===== src/rtl/mig_app_pkg.sv =====
// Shared command encodings for the MIG app-interface responder.
package mig_app_pkg;

    typedef logic [2:0] cmd_t;

    localparam cmd_t CMD_WRITE = 3'b000;
    localparam cmd_t CMD_READ  = 3'b001;

endpackage


===== src/rtl/mig_app_responder_if.sv =====
// MIG user (app_*) interface bundle: master = user logic, slave = memory-side responder.
interface mig_app_responder_if
    import mig_app_pkg::*;
#(
    parameter int DATA_WIDTH = 64,
    parameter int ADDR_WIDTH = 6
) ();

    logic                      init_calib_complete;
    logic                      app_en;
    cmd_t                      app_cmd;
    logic [ADDR_WIDTH-1:0]     app_addr;
    logic                      app_rdy;
    logic                      app_wdf_wren;
    logic                      app_wdf_end;
    logic [DATA_WIDTH/8-1:0]   app_wdf_mask;
    logic [DATA_WIDTH-1:0]     app_wdf_data;
    logic                      app_wdf_rdy;
    logic [DATA_WIDTH-1:0]     app_rd_data;
    logic                      app_rd_data_valid;

    modport master (
        input  init_calib_complete, app_rdy, app_wdf_rdy, app_rd_data, app_rd_data_valid,
        output app_en, app_cmd, app_addr, app_wdf_wren, app_wdf_end, app_wdf_mask, app_wdf_data
    );

    modport slave (
        output init_calib_complete, app_rdy, app_wdf_rdy, app_rd_data, app_rd_data_valid,
        input  app_en, app_cmd, app_addr, app_wdf_wren, app_wdf_end, app_wdf_mask, app_wdf_data
    );

endinterface


===== src/rtl/mig_wdf_fifo.sv =====
// Synchronous write-data FIFO holding data plus byte mask; DEPTH must be a power of 2 (>= 2).
module mig_wdf_fifo #(
    parameter int DATA_WIDTH = 64,
    parameter int DEPTH      = 4
) (
    input  logic                    i_clk,
    input  logic                    i_rst_n,
    input  logic                    i_push,
    input  logic [DATA_WIDTH-1:0]   i_push_data,
    input  logic [DATA_WIDTH/8-1:0] i_push_mask,
    input  logic                    i_pop,
    output logic [DATA_WIDTH-1:0]   o_pop_data,
    output logic [DATA_WIDTH/8-1:0] o_pop_mask,
    output logic                    o_full,
    output logic                    o_empty
);

    localparam int PW     = $clog2(DEPTH);
    localparam int MASK_W = DATA_WIDTH / 8;

    logic [DATA_WIDTH-1:0] r_data [DEPTH];
    logic [MASK_W-1:0]     r_mask [DEPTH];
    logic [PW:0]           r_wr_ptr;
    logic [PW:0]           r_rd_ptr;
    logic                  w_do_push;
    logic                  w_do_pop;

    assign o_empty   = (r_wr_ptr == r_rd_ptr);
    assign o_full    = (r_wr_ptr[PW] != r_rd_ptr[PW]) && (r_wr_ptr[PW-1:0] == r_rd_ptr[PW-1:0]);
    assign w_do_pop  = i_pop & ~o_empty;
    // A pop in the same cycle frees the slot, so a push into a full FIFO is legal then.
    assign w_do_push = i_push & (~o_full | w_do_pop);

    assign o_pop_data = r_data[r_rd_ptr[PW-1:0]];
    assign o_pop_mask = r_mask[r_rd_ptr[PW-1:0]];

    always_ff @(posedge i_clk) begin
        if (w_do_push) begin
            r_data[r_wr_ptr[PW-1:0]] <= i_push_data;
            r_mask[r_wr_ptr[PW-1:0]] <= i_push_mask;
        end
    end

    always_ff @(posedge i_clk or negedge i_rst_n) begin
        if (!i_rst_n) begin
            r_wr_ptr <= '0;
            r_rd_ptr <= '0;
        end else begin
            if (w_do_push) r_wr_ptr <= r_wr_ptr + 1'b1;
            if (w_do_pop)  r_rd_ptr <= r_rd_ptr + 1'b1;
        end
    end

endmodule


===== src/rtl/mig_app_responder.sv =====
// Behavioural MIG app-interface responder: calibration delay, single-beat writes via WDF, fixed-latency reads.
// Optional controller backpressure on app_rdy when MIG_RESP_THROTTLE_EN is defined.
module mig_app_responder
    import mig_app_pkg::*;
#(
    parameter int DATA_WIDTH = 64,
    parameter int ADDR_WIDTH = 6,
    parameter int CAL_CYCLES = 16,
    parameter int RD_LATENCY = 4,
    parameter int WDF_DEPTH  = 4
) (
    input  logic                   clk,
    input  logic                   rst,
    mig_app_responder_if.slave     app
);

    localparam int MASK_W = DATA_WIDTH / 8;
    localparam int CW     = $clog2(CAL_CYCLES + 1);

    logic [CW-1:0]         r_cal_cnt;
    logic                  r_calib;
    logic                  r_pend;
    logic [ADDR_WIDTH-1:0] r_pend_addr;
    logic [DATA_WIDTH-1:0] r_mem [2**ADDR_WIDTH];
    logic [RD_LATENCY-1:0] r_pipe_vld;
    logic [DATA_WIDTH-1:0] r_pipe_data [RD_LATENCY];

    logic                  w_throttle;
    logic                  w_app_rdy;
    logic                  w_wdf_rdy;
    logic                  w_cmd_acc;
    logic                  w_wr_acc;
    logic                  w_rd_acc;
    logic                  w_commit;
    logic                  w_fifo_full;
    logic                  w_fifo_empty;
    logic [DATA_WIDTH-1:0] w_pop_data;
    logic [MASK_W-1:0]     w_pop_mask;
    logic [DATA_WIDTH-1:0] w_rd_word;
    logic                  w_unused_wdf_end;

    // Single-beat bursts only, so the last-beat flag carries no information.
    assign w_unused_wdf_end = app.app_wdf_end;

    always_ff @(posedge clk or negedge rst) begin
        if (!rst) begin
            r_cal_cnt <= CW'(CAL_CYCLES - 1);
            r_calib   <= 1'b0;
        end else if (!r_calib) begin
            if (r_cal_cnt == '0) r_calib   <= 1'b1;
            else                 r_cal_cnt <= r_cal_cnt - 1'b1;
        end
    end

`ifdef MIG_RESP_THROTTLE_EN
    logic [15:0] r_lfsr;

    always_ff @(posedge clk or negedge rst) begin
        if (!rst) r_lfsr <= 16'hACE1;
        else      r_lfsr <= {r_lfsr[14:0], r_lfsr[15] ^ r_lfsr[13] ^ r_lfsr[12] ^ r_lfsr[10]};
    end

    assign w_throttle = (r_lfsr[1:0] == 2'b00);
`else
    assign w_throttle = 1'b0;
`endif

    // Holding off new commands while a write waits for data keeps commits strictly in order.
    assign w_app_rdy = r_calib & ~r_pend & ~w_throttle;
    assign w_wdf_rdy = r_calib & ~w_fifo_full;
    assign w_cmd_acc = app.app_en & w_app_rdy;
    assign w_wr_acc  = w_cmd_acc & (app.app_cmd == CMD_WRITE);
    assign w_rd_acc  = w_cmd_acc & (app.app_cmd == CMD_READ);
    assign w_commit  = r_pend & ~w_fifo_empty;

    mig_wdf_fifo #(
        .DATA_WIDTH (DATA_WIDTH),
        .DEPTH      (WDF_DEPTH)
    ) u_wdf_fifo (
        .i_clk       (clk),
        .i_rst_n     (rst),
        .i_push      (app.app_wdf_wren & w_wdf_rdy),
        .i_push_data (app.app_wdf_data),
        .i_push_mask (app.app_wdf_mask),
        .i_pop       (w_commit),
        .o_pop_data  (w_pop_data),
        .o_pop_mask  (w_pop_mask),
        .o_full      (w_fifo_full),
        .o_empty     (w_fifo_empty)
    );

    always_ff @(posedge clk or negedge rst) begin
        if (!rst) begin
            r_pend      <= 1'b0;
            r_pend_addr <= '0;
        end else if (w_commit) begin
            r_pend <= 1'b0;
        end else if (w_wr_acc) begin
            r_pend      <= 1'b1;
            r_pend_addr <= app.app_addr;
        end
    end

    always_ff @(posedge clk) begin
        if (w_commit) begin
            for (int b = 0; b < MASK_W; b++) begin
                if (!w_pop_mask[b]) r_mem[r_pend_addr][8*b +: 8] <= w_pop_data[8*b +: 8];
            end
        end
    end

    assign w_rd_word = r_mem[app.app_addr];

    // Each stage only loads when its input is valid, so the last stage holds the previous read.
    always_ff @(posedge clk or negedge rst) begin
        if (!rst) begin
            r_pipe_vld <= '0;
            for (int i = 0; i < RD_LATENCY; i++) r_pipe_data[i] <= '0;
        end else begin
            r_pipe_vld[0] <= w_rd_acc;
            if (w_rd_acc) r_pipe_data[0] <= w_rd_word;
            for (int i = 1; i < RD_LATENCY; i++) begin
                r_pipe_vld[i] <= r_pipe_vld[i-1];
                if (r_pipe_vld[i-1]) r_pipe_data[i] <= r_pipe_data[i-1];
            end
        end
    end

    assign app.init_calib_complete = r_calib;
    assign app.app_rdy             = w_app_rdy;
    assign app.app_wdf_rdy         = w_wdf_rdy;
    assign app.app_rd_data         = r_pipe_data[RD_LATENCY-1];
    assign app.app_rd_data_valid   = r_pipe_vld[RD_LATENCY-1];

endmodule


===== src/flat_wrapper.sv =====
// flat-port wrapper written by rule: the top's interface ports become plain ports
module mig_app_responder_flat import mig_app_pkg::*;
#(
    parameter int DATA_WIDTH = 64,
    parameter int ADDR_WIDTH = 6,
    parameter int CAL_CYCLES = 16,
    parameter int RD_LATENCY = 4,
    parameter int WDF_DEPTH  = 4
)
  (clk, rst, app_init_calib_complete, app_app_rdy, app_app_wdf_rdy, app_app_rd_data, app_app_rd_data_valid, app_app_en, app_app_cmd, app_app_addr, app_app_wdf_wren, app_app_wdf_end, app_app_wdf_mask, app_app_wdf_data);
  mig_app_responder_if #(.DATA_WIDTH(DATA_WIDTH), .ADDR_WIDTH(ADDR_WIDTH)) app_i ();
  input  logic clk;
  input  logic rst;
  output wire logic [$bits(app_i.init_calib_complete)-1:0] app_init_calib_complete;
  output wire logic [$bits(app_i.app_rdy)-1:0] app_app_rdy;
  output wire logic [$bits(app_i.app_wdf_rdy)-1:0] app_app_wdf_rdy;
  output wire logic [$bits(app_i.app_rd_data)-1:0] app_app_rd_data;
  output wire logic [$bits(app_i.app_rd_data_valid)-1:0] app_app_rd_data_valid;
  input wire logic [$bits(app_i.app_en)-1:0] app_app_en;
  input wire logic [$bits(app_i.app_cmd)-1:0] app_app_cmd;
  input wire logic [$bits(app_i.app_addr)-1:0] app_app_addr;
  input wire logic [$bits(app_i.app_wdf_wren)-1:0] app_app_wdf_wren;
  input wire logic [$bits(app_i.app_wdf_end)-1:0] app_app_wdf_end;
  input wire logic [$bits(app_i.app_wdf_mask)-1:0] app_app_wdf_mask;
  input wire logic [$bits(app_i.app_wdf_data)-1:0] app_app_wdf_data;
  assign app_init_calib_complete = app_i.init_calib_complete;
  assign app_app_rdy = app_i.app_rdy;
  assign app_app_wdf_rdy = app_i.app_wdf_rdy;
  assign app_app_rd_data = app_i.app_rd_data;
  assign app_app_rd_data_valid = app_i.app_rd_data_valid;
  assign app_i.app_en = app_app_en;
  assign app_i.app_cmd = app_app_cmd;
  assign app_i.app_addr = app_app_addr;
  assign app_i.app_wdf_wren = app_app_wdf_wren;
  assign app_i.app_wdf_end = app_app_wdf_end;
  assign app_i.app_wdf_mask = app_app_wdf_mask;
  assign app_i.app_wdf_data = app_app_wdf_data;
  mig_app_responder #(.DATA_WIDTH(DATA_WIDTH), .ADDR_WIDTH(ADDR_WIDTH), .CAL_CYCLES(CAL_CYCLES), .RD_LATENCY(RD_LATENCY), .WDF_DEPTH(WDF_DEPTH)) u_core (.clk(clk), .rst(rst), .app(app_i));
endmodule

===== config.mk =====
export PLATFORM = sky130hd
export DESIGN_NAME = mig_app_responder_flat
export DESIGN_NICKNAME = d
export VERILOG_FILES = /design/src/rtl/mig_app_pkg.sv /design/src/rtl/mig_app_responder_if.sv /design/src/rtl/mig_wdf_fifo.sv /design/src/rtl/mig_app_responder.sv /design/src/flat_wrapper.sv
export SDC_FILE = /design/constraint.sdc
export NUM_CORES = 2
export LEC_CHECK = 0
export CORE_MARGIN = 2
export CORE_UTILIZATION = 44
export DETAILED_ROUTE_END_ITERATION = 7
export HOLD_SLACK_MARGIN = 0.1
export PLACE_DENSITY = 0.56
export SLEW_MARGIN = 20
export SYNTH_ARGS = -nofsm -noshare
export SYNTH_HDL_FRONTEND = slang
export SYNTH_MEMORY_MAX_BITS = 65536
export SYNTH_SLANG_ARGS = --single-unit

===== constraint.sdc =====
create_clock -name clk -period 9.16 [get_ports clk]
set_clock_uncertainty 0.15 [all_clocks]
set_input_delay 0.916 -clock clk [delete_from_list [all_inputs] [get_ports clk]]
set_output_delay 0.916 -clock clk [all_outputs]
set_load 0.02 [all_outputs]

# [Word level (Yosys, flattened, before mapping)]
# Memories as Yosys holds them, arrays and structs flattened. A register that Yosys moved wholly into a read port is not among the register bits.
# Index checks and enable logic that the tools add are counted.
[classes] reduce_logical=7 n_mux=30 bitwise=16 n_addsub=3 eq_ne=4
[ops] operator="$mux 1" count=30
[ops] operator="$and 1x1->1" count=9
[ops] operator="$add 3x1->3 const B" count=2
[ops] operator="$not 1->1" count=6
[ops] operator="$logic_not 5->1" count=1
[ops] operator="$sub 5x1->5 const B" count=1
[ops] operator="$reduce_and 2->1" count=2
[ops] operator="$eq 3x1->1 const B" count=1
[ops] operator="$eq 3x3->1" count=1
[ops] operator="$logic_not 3->1" count=1
[ops] operator="$eq 2x2->1" count=1
[ops] operator="$reduce_bool 2->1" count=1
[ops] operator="$logic_and 1x1->1" count=1
[ops] operator="$logic_not 1->1" count=1
[ops] operator="$ne 1x1->1" count=1
[ops] operator="$or 1x1->1" count=1
[totals] wordCells=73 n_memories=3 ram_bits=4384 output_inout_bits=68 ff_bits=215 inputBits=86
[memory_table] name="u_core.r_mem" words=64 width=64 rd=1 rd_ports_with_merged_regs=1 write_ports=1 line="mig_app_responder.sv:24" rtl="logic [DATA_WIDTH-1:0] r_mem [2**ADDR_WIDTH];"
[memory_table] name="u_core.u_wdf_fifo.r_data" words=4 width=64 rd=1 rd_ports_with_merged_regs=0 write_ports=1 line="mig_wdf_fifo.sv:21" rtl="logic [DATA_WIDTH-1:0] r_data [DEPTH];"
[memory_table] name="u_core.u_wdf_fifo.r_mask" words=4 width=8 rd=1 rd_ports_with_merged_regs=0 write_ports=1 line="mig_wdf_fifo.sv:22" rtl="logic [MASK_W-1:0] r_mask [DEPTH];"

# [Longest topological paths before layout]
[depth] word_depth=8 depth_mapped=11 ltp_nobuf=6

# [By module]
# From an unflattened synthesis, not the netlist that was laid out.
[hier_totals] hier_cells=9116 area_unflattened_um2=180479.3
[by_module_without_submodules] module="mig_app_responder" seq_area_each_um2=129834.5 cells_per_inst=8697 instances=1 area_each_um2=169699.0
[by_module_without_submodules] module="mig_wdf_fifo" seq_area_each_um2=8798.4 cells_per_inst=419 instances=1 area_each_um2=10780.3

# [Least setup slack after synthesis]
# Ideal clock, no wire load.
[synth_timing] path_type="register -> register" start="reg u_core.u_wdf_fifo.r_wr_ptr[0]" end="mem u_core.u_wdf_fifo.r_data[3][0] (enable)" required_ns=8.570 arrival_ns=3.238 stages_incl_launch_ff=5 synth_period_minus_slack_ns=3.828 setup_slack_ns=5.332 setup_ns=0.440 n_path_buf=0 cell_sequence="dfrtp_1 xor2_1 nor2_1 a21boi_0 and3_1"
[synth_between] elab_chain_len=8 word_cells_on_any_way=13 cone_classes="2 x eq/ne; 2 x mux; 8 x bitwise; 1 x reduce/logical"
[synth_lines] item="start, declared" line="mig_wdf_fifo.sv:23" rtl="logic [PW:0] r_wr_ptr;"
[synth_lines] item="start signal, assigned" line="mig_wdf_fifo.sv:49" rtl="if (w_do_push) r_wr_ptr <= r_wr_ptr + 1'b1;"
[synth_lines] item="$eq 2x2->1" line="mig_wdf_fifo.sv:29" rtl="assign o_full = (r_wr_ptr[PW] != r_rd_ptr[PW]) && (r_wr_ptr[PW-1:0] == r_rd_ptr[PW-1:0]);"
[synth_lines] item="$logic_and 1x1->1" line="mig_wdf_fifo.sv:29"
[synth_lines] item="$not 1->1" line="mig_app_responder.sv:70" rtl="assign w_wdf_rdy = r_calib & ~w_fifo_full;"
[synth_lines] item="$and 1x1->1" line="mig_app_responder.sv:70"
[synth_lines] item="named net app_app_wdf_rdy" line="flat_wrapper.sv:16" rtl="output wire logic [$bits(app_i.app_wdf_rdy)-1:0] app_app_wdf_rdy;"
[synth_lines] item="$and 1x1->1" line="mig_app_responder.sv:82" rtl=".i_push (app.app_wdf_wren & w_wdf_rdy),"
[synth_lines] item="$and 1x1->1" line="mig_wdf_fifo.sv:32" rtl="assign w_do_push = i_push & (~o_full | w_do_pop);"
[synth_lines] item="$mux 1" line="mig_wdf_fifo.sv:38" rtl="if (w_do_push) begin"
[synth_lines] item="$mux 1 (implied by the code)" line="mig_wdf_fifo.sv:39" rtl="r_data[r_wr_ptr[PW-1:0]] <= i_push_data;"
[synth_lines] item="end, declared" line="mig_wdf_fifo.sv:21"
# The timed path passes the listed nets, and every way through them passes these cells.

# [Worst setup path after layout]
[layout_timing] start="reg u_core.u_wdf_fifo.r_rd_ptr[0]" end="out app_app_wdf_rdy"
[layout_between] elab_chain_len=4
[layout_lines] item="start, declared" line="mig_wdf_fifo.sv:24" rtl="logic [PW:0] r_rd_ptr;"
[layout_lines] item="start signal, assigned" line="mig_wdf_fifo.sv:50" rtl="if (w_do_pop) r_rd_ptr <= r_rd_ptr + 1'b1;"
[layout_lines] item="$eq 2x2->1" line="mig_wdf_fifo.sv:29"
[layout_lines] item="$logic_and 1x1->1" line="mig_wdf_fifo.sv:29"
[layout_lines] item="$not 1->1" line="mig_app_responder.sv:70"
[layout_lines] item="$and 1x1->1" line="mig_app_responder.sv:70"
[layout_lines] item="end, declared" line="flat_wrapper.sv:16"
# Every way passes these cells.

==> flow_summary.ini <==
[global_routing]
track_usage = 0.228
globalRouteOverflowTotal = 0
antenna_found_initial = 41
grt_max_degree = 147
grt_pass1_vias = 89884
grt_first_pass_wirelength_um = 673000

[timing]
setup_viol = 0
hold_viol = 0
tightest_slew_ns = 1.34
grt_setup_unrepaired = no
clock.fmax_ghz = 0.213
relSlewSlack = 0.105
tns_ns = 0
layout_min_cycle_time_ns = 4.70
maxSlewViolCount = 0
fin_crit_sh = 0.513

[synthesis]
synth.avg_cell_area_um2 = 19.7
ys.warnings.count = 0
netlist_area_mm2 = 0.181
synthTopCellsByCount = edfxtp_1, mux2i_1, mux4_2
synth-edff-count = 4384
ys.flop_type = edfxtp_1
synthTopCellsByArea = edfxtp_1, mux4_2, mux2i_1
ys_types = 45
netlist.area_leader.share = 0.729
synth_top_area_cell = edfxtp_1
async_reset_ff_frac = 0.0598
synth_cells = 9157
seq_area_frac_synth = 0.768
ys_ff_latch = 4663
yosysMostFrequentCell = edfxtp_1
syn-num-nets = 9250

[floorplan]
initial_core_util = 0.441
die_y_um = 645
dieArea_mm2 = 0.416
ios = 154
die_w_um = 645
fp.coreArea_mm2 = 0.409
row_count = 235

[worst_setup_path]
end_kind = output port
path_cells = xor2_1 -> nor2_1 -> a21boi_0 -> clkdlybuf4s50_1
cp.depth = 4
r2r_cells = 5
cp_num_buf_inv = 1
worst-path-max-fanout = 29
start_kind = flop
critPathSlowestCell = dfrtp_4
cp.arrival_ns = 3.63
crit_required_ns = 8.09
critical-path-max-stage-delay_ns = 0.88
critical_path_class = flop to output port
crit_family = flip-flops

[cts]
htreeDepth = 5
cts_tree = done
cts.clk_slew.worst_paths_ns = 0.06
cts-root-buf = clkbuf_16
post_cts_buffers = 0
clk_path_buf_depth = 4
clk_latency_ns = 1.01
clock_sinks = 4663
numCtsBuffers = 476

[layout]
finish.utilization = 0.497
syn_to_final_growth_pct = 12.5
drive_above_1_share = 0.196
final_nets = 9460

[route]
wirelength_um = 482000
vias = 89150
routedWlPerCell_um = 31.5
drt_iter0_markers = 9144
avgViaCountPerCell = 5.82
drc = 0
ant_nets = 0
firstDrtPassIters = 7

[place]
dp_hpwl_um = 282000
io_buffers = 152
gp_congestion = 0.805

[power]
p_leak_uw = 0.0672
ir_drop_v = 0.000277
powerDensity_mw_per_mm2 = 278

[run_status]
status = complete, no violations

[hold_path]
holdCritPathClass = flop to flop
min_path_cells = 1

[job]
max_cap_violations = 0
sequential cells by signal (all words and copies together), names as in the netlist:
name / cells
u_core.r_mem: 4096
u_core.u_wdf_fifo.r_data: 256
u_core.r_pipe_data: 192
u_core.app.app_rd_data: 64
u_core.u_wdf_fifo.r_mask: 32
u_core.r_pend_addr: 6
u_core.r_cal_cnt: 5
u_core.r_pipe_vld: 4
u_core.u_wdf_fifo.r_rd_ptr: 3
u_core.u_wdf_fifo.r_wr_ptr: 3
u_core.app.init_calib_complete: 1
u_core.r_pend: 1
placed cells by master, fill, tap and decap left out, types with 81 or more instances in the layout:
cell type | synthesis | final
mux2_2 | 373 | 373
a22oi_1 | 320 | 320
mux4_2 | 568 | 568
buf_4 | 140 | 185
edfxtp_1 | 4384 | 4384
clkbuf_1 | 237 | 133
clkinv_2 | 0 | 98
dfrtp_1 | 275 | 270
clkbuf_16 | 0 | 481
a221oi_1 | 100 | 100
mux2i_1 | 1077 | 1077
nand2_1 | 133 | 99
clkdlybuf4s50_1 | 0 | 148
nor2_1 | 519 | 508
a31oi_1 | 129 | 129
o22ai_1 | 108 | 108
clkinv_1 | 0 | 81
power by group:
group / internal [uW] / total (uW) / switching [uW]
Sequential: 28200 / 28800 / 607
Combinational: 1870 / 8620 / 6750
Clock: 11100 / 19200 / 8090
Total: 41200 / 56600 / 15400
final timing paths:
path | startpoint | end | slack (ns)
max in group asynchronous | rst | u_core.r_pipe_vld[1] | 6.44
worst min register to register | u_core.r_cal_cnt[4] | u_core.r_cal_cnt[4] | 0.33
worst min-delay path | u_core.r_cal_cnt[4] | u_core.r_cal_cnt[4] | 0.33
worst max-delay path | u_core.u_wdf_fifo.r_rd_ptr[0] | app_app_wdf_rdy | 4.46
min in group asynchronous | rst | u_core.app.app_rd_data[7] | 0.40
worst max register to register | u_core.u_wdf_fifo.r_rd_ptr[0] | u_core.r_mem[57][10] | 4.69
layout make-up:
class,instances,area [um2]
timing repair buffer,358,3350
clock buffer,641,12900
inverter,8,30.0
clock inverter,258,2530
tap,5451,6820
sequential,4663,139000
fill,33056,206000
multi-input combinational,3860,38800
antenna,75,188
worst register-to-register path: cells and delay by family, from the launching register on:
family,cells,cell delay [ns]
buffers and inverters,2,0.98
and+or+nand+nor,2,1.45
DFF,1,0.88
muxes,1,0.59
layer usage:
metal  global-route usage  vias up  part of all wire
li1                     -    37791                 -
met1                0.297    47270              0.40
met2                0.379     3283              0.50
met3               0.0462      788             0.068
met4               0.0828       18             0.033
met5                    0        -           0.00023
through the flow:
| step | area [um2] | power (uW) | cells | setup WS [ns] | hold WS, ns |
|---|---|---|---|---|---|
| floorplan | 181000 | 33500 | 9157 | 5.33 | 0.202 |
| global placement | 188000 | 37600 | 14339 | 3.98 | 0.317 |
| detailed placement | 188000 | 38000 | 14339 | 3.96 | 0.315 |
| CTS | 203000 | 57100 | 15239 | 4.26 | 0.303 |
| global route | 203000 | 58400 | 15245 | 4.17 | 0.339 |
| finish | 203000 | 56600 | 15314 | 4.46 | 0.325 |
logic make-up after synthesis:
group | share of synthesized area
DFF | 0.768
muxes | 0.154
AOI/OAI and AO/OA | 0.0372
and+or+nand+nor | 0.0210
buffers and inverters | 0.0193
xor gates and xnor gates | 0.000533
adders and majority gates | 0.000485
timing repair:
action,CTS,global route
resized for setup,0,0
hold buffers,1,0
hold endpoints to repair,73,0
(Power assumes the default switching activity.)
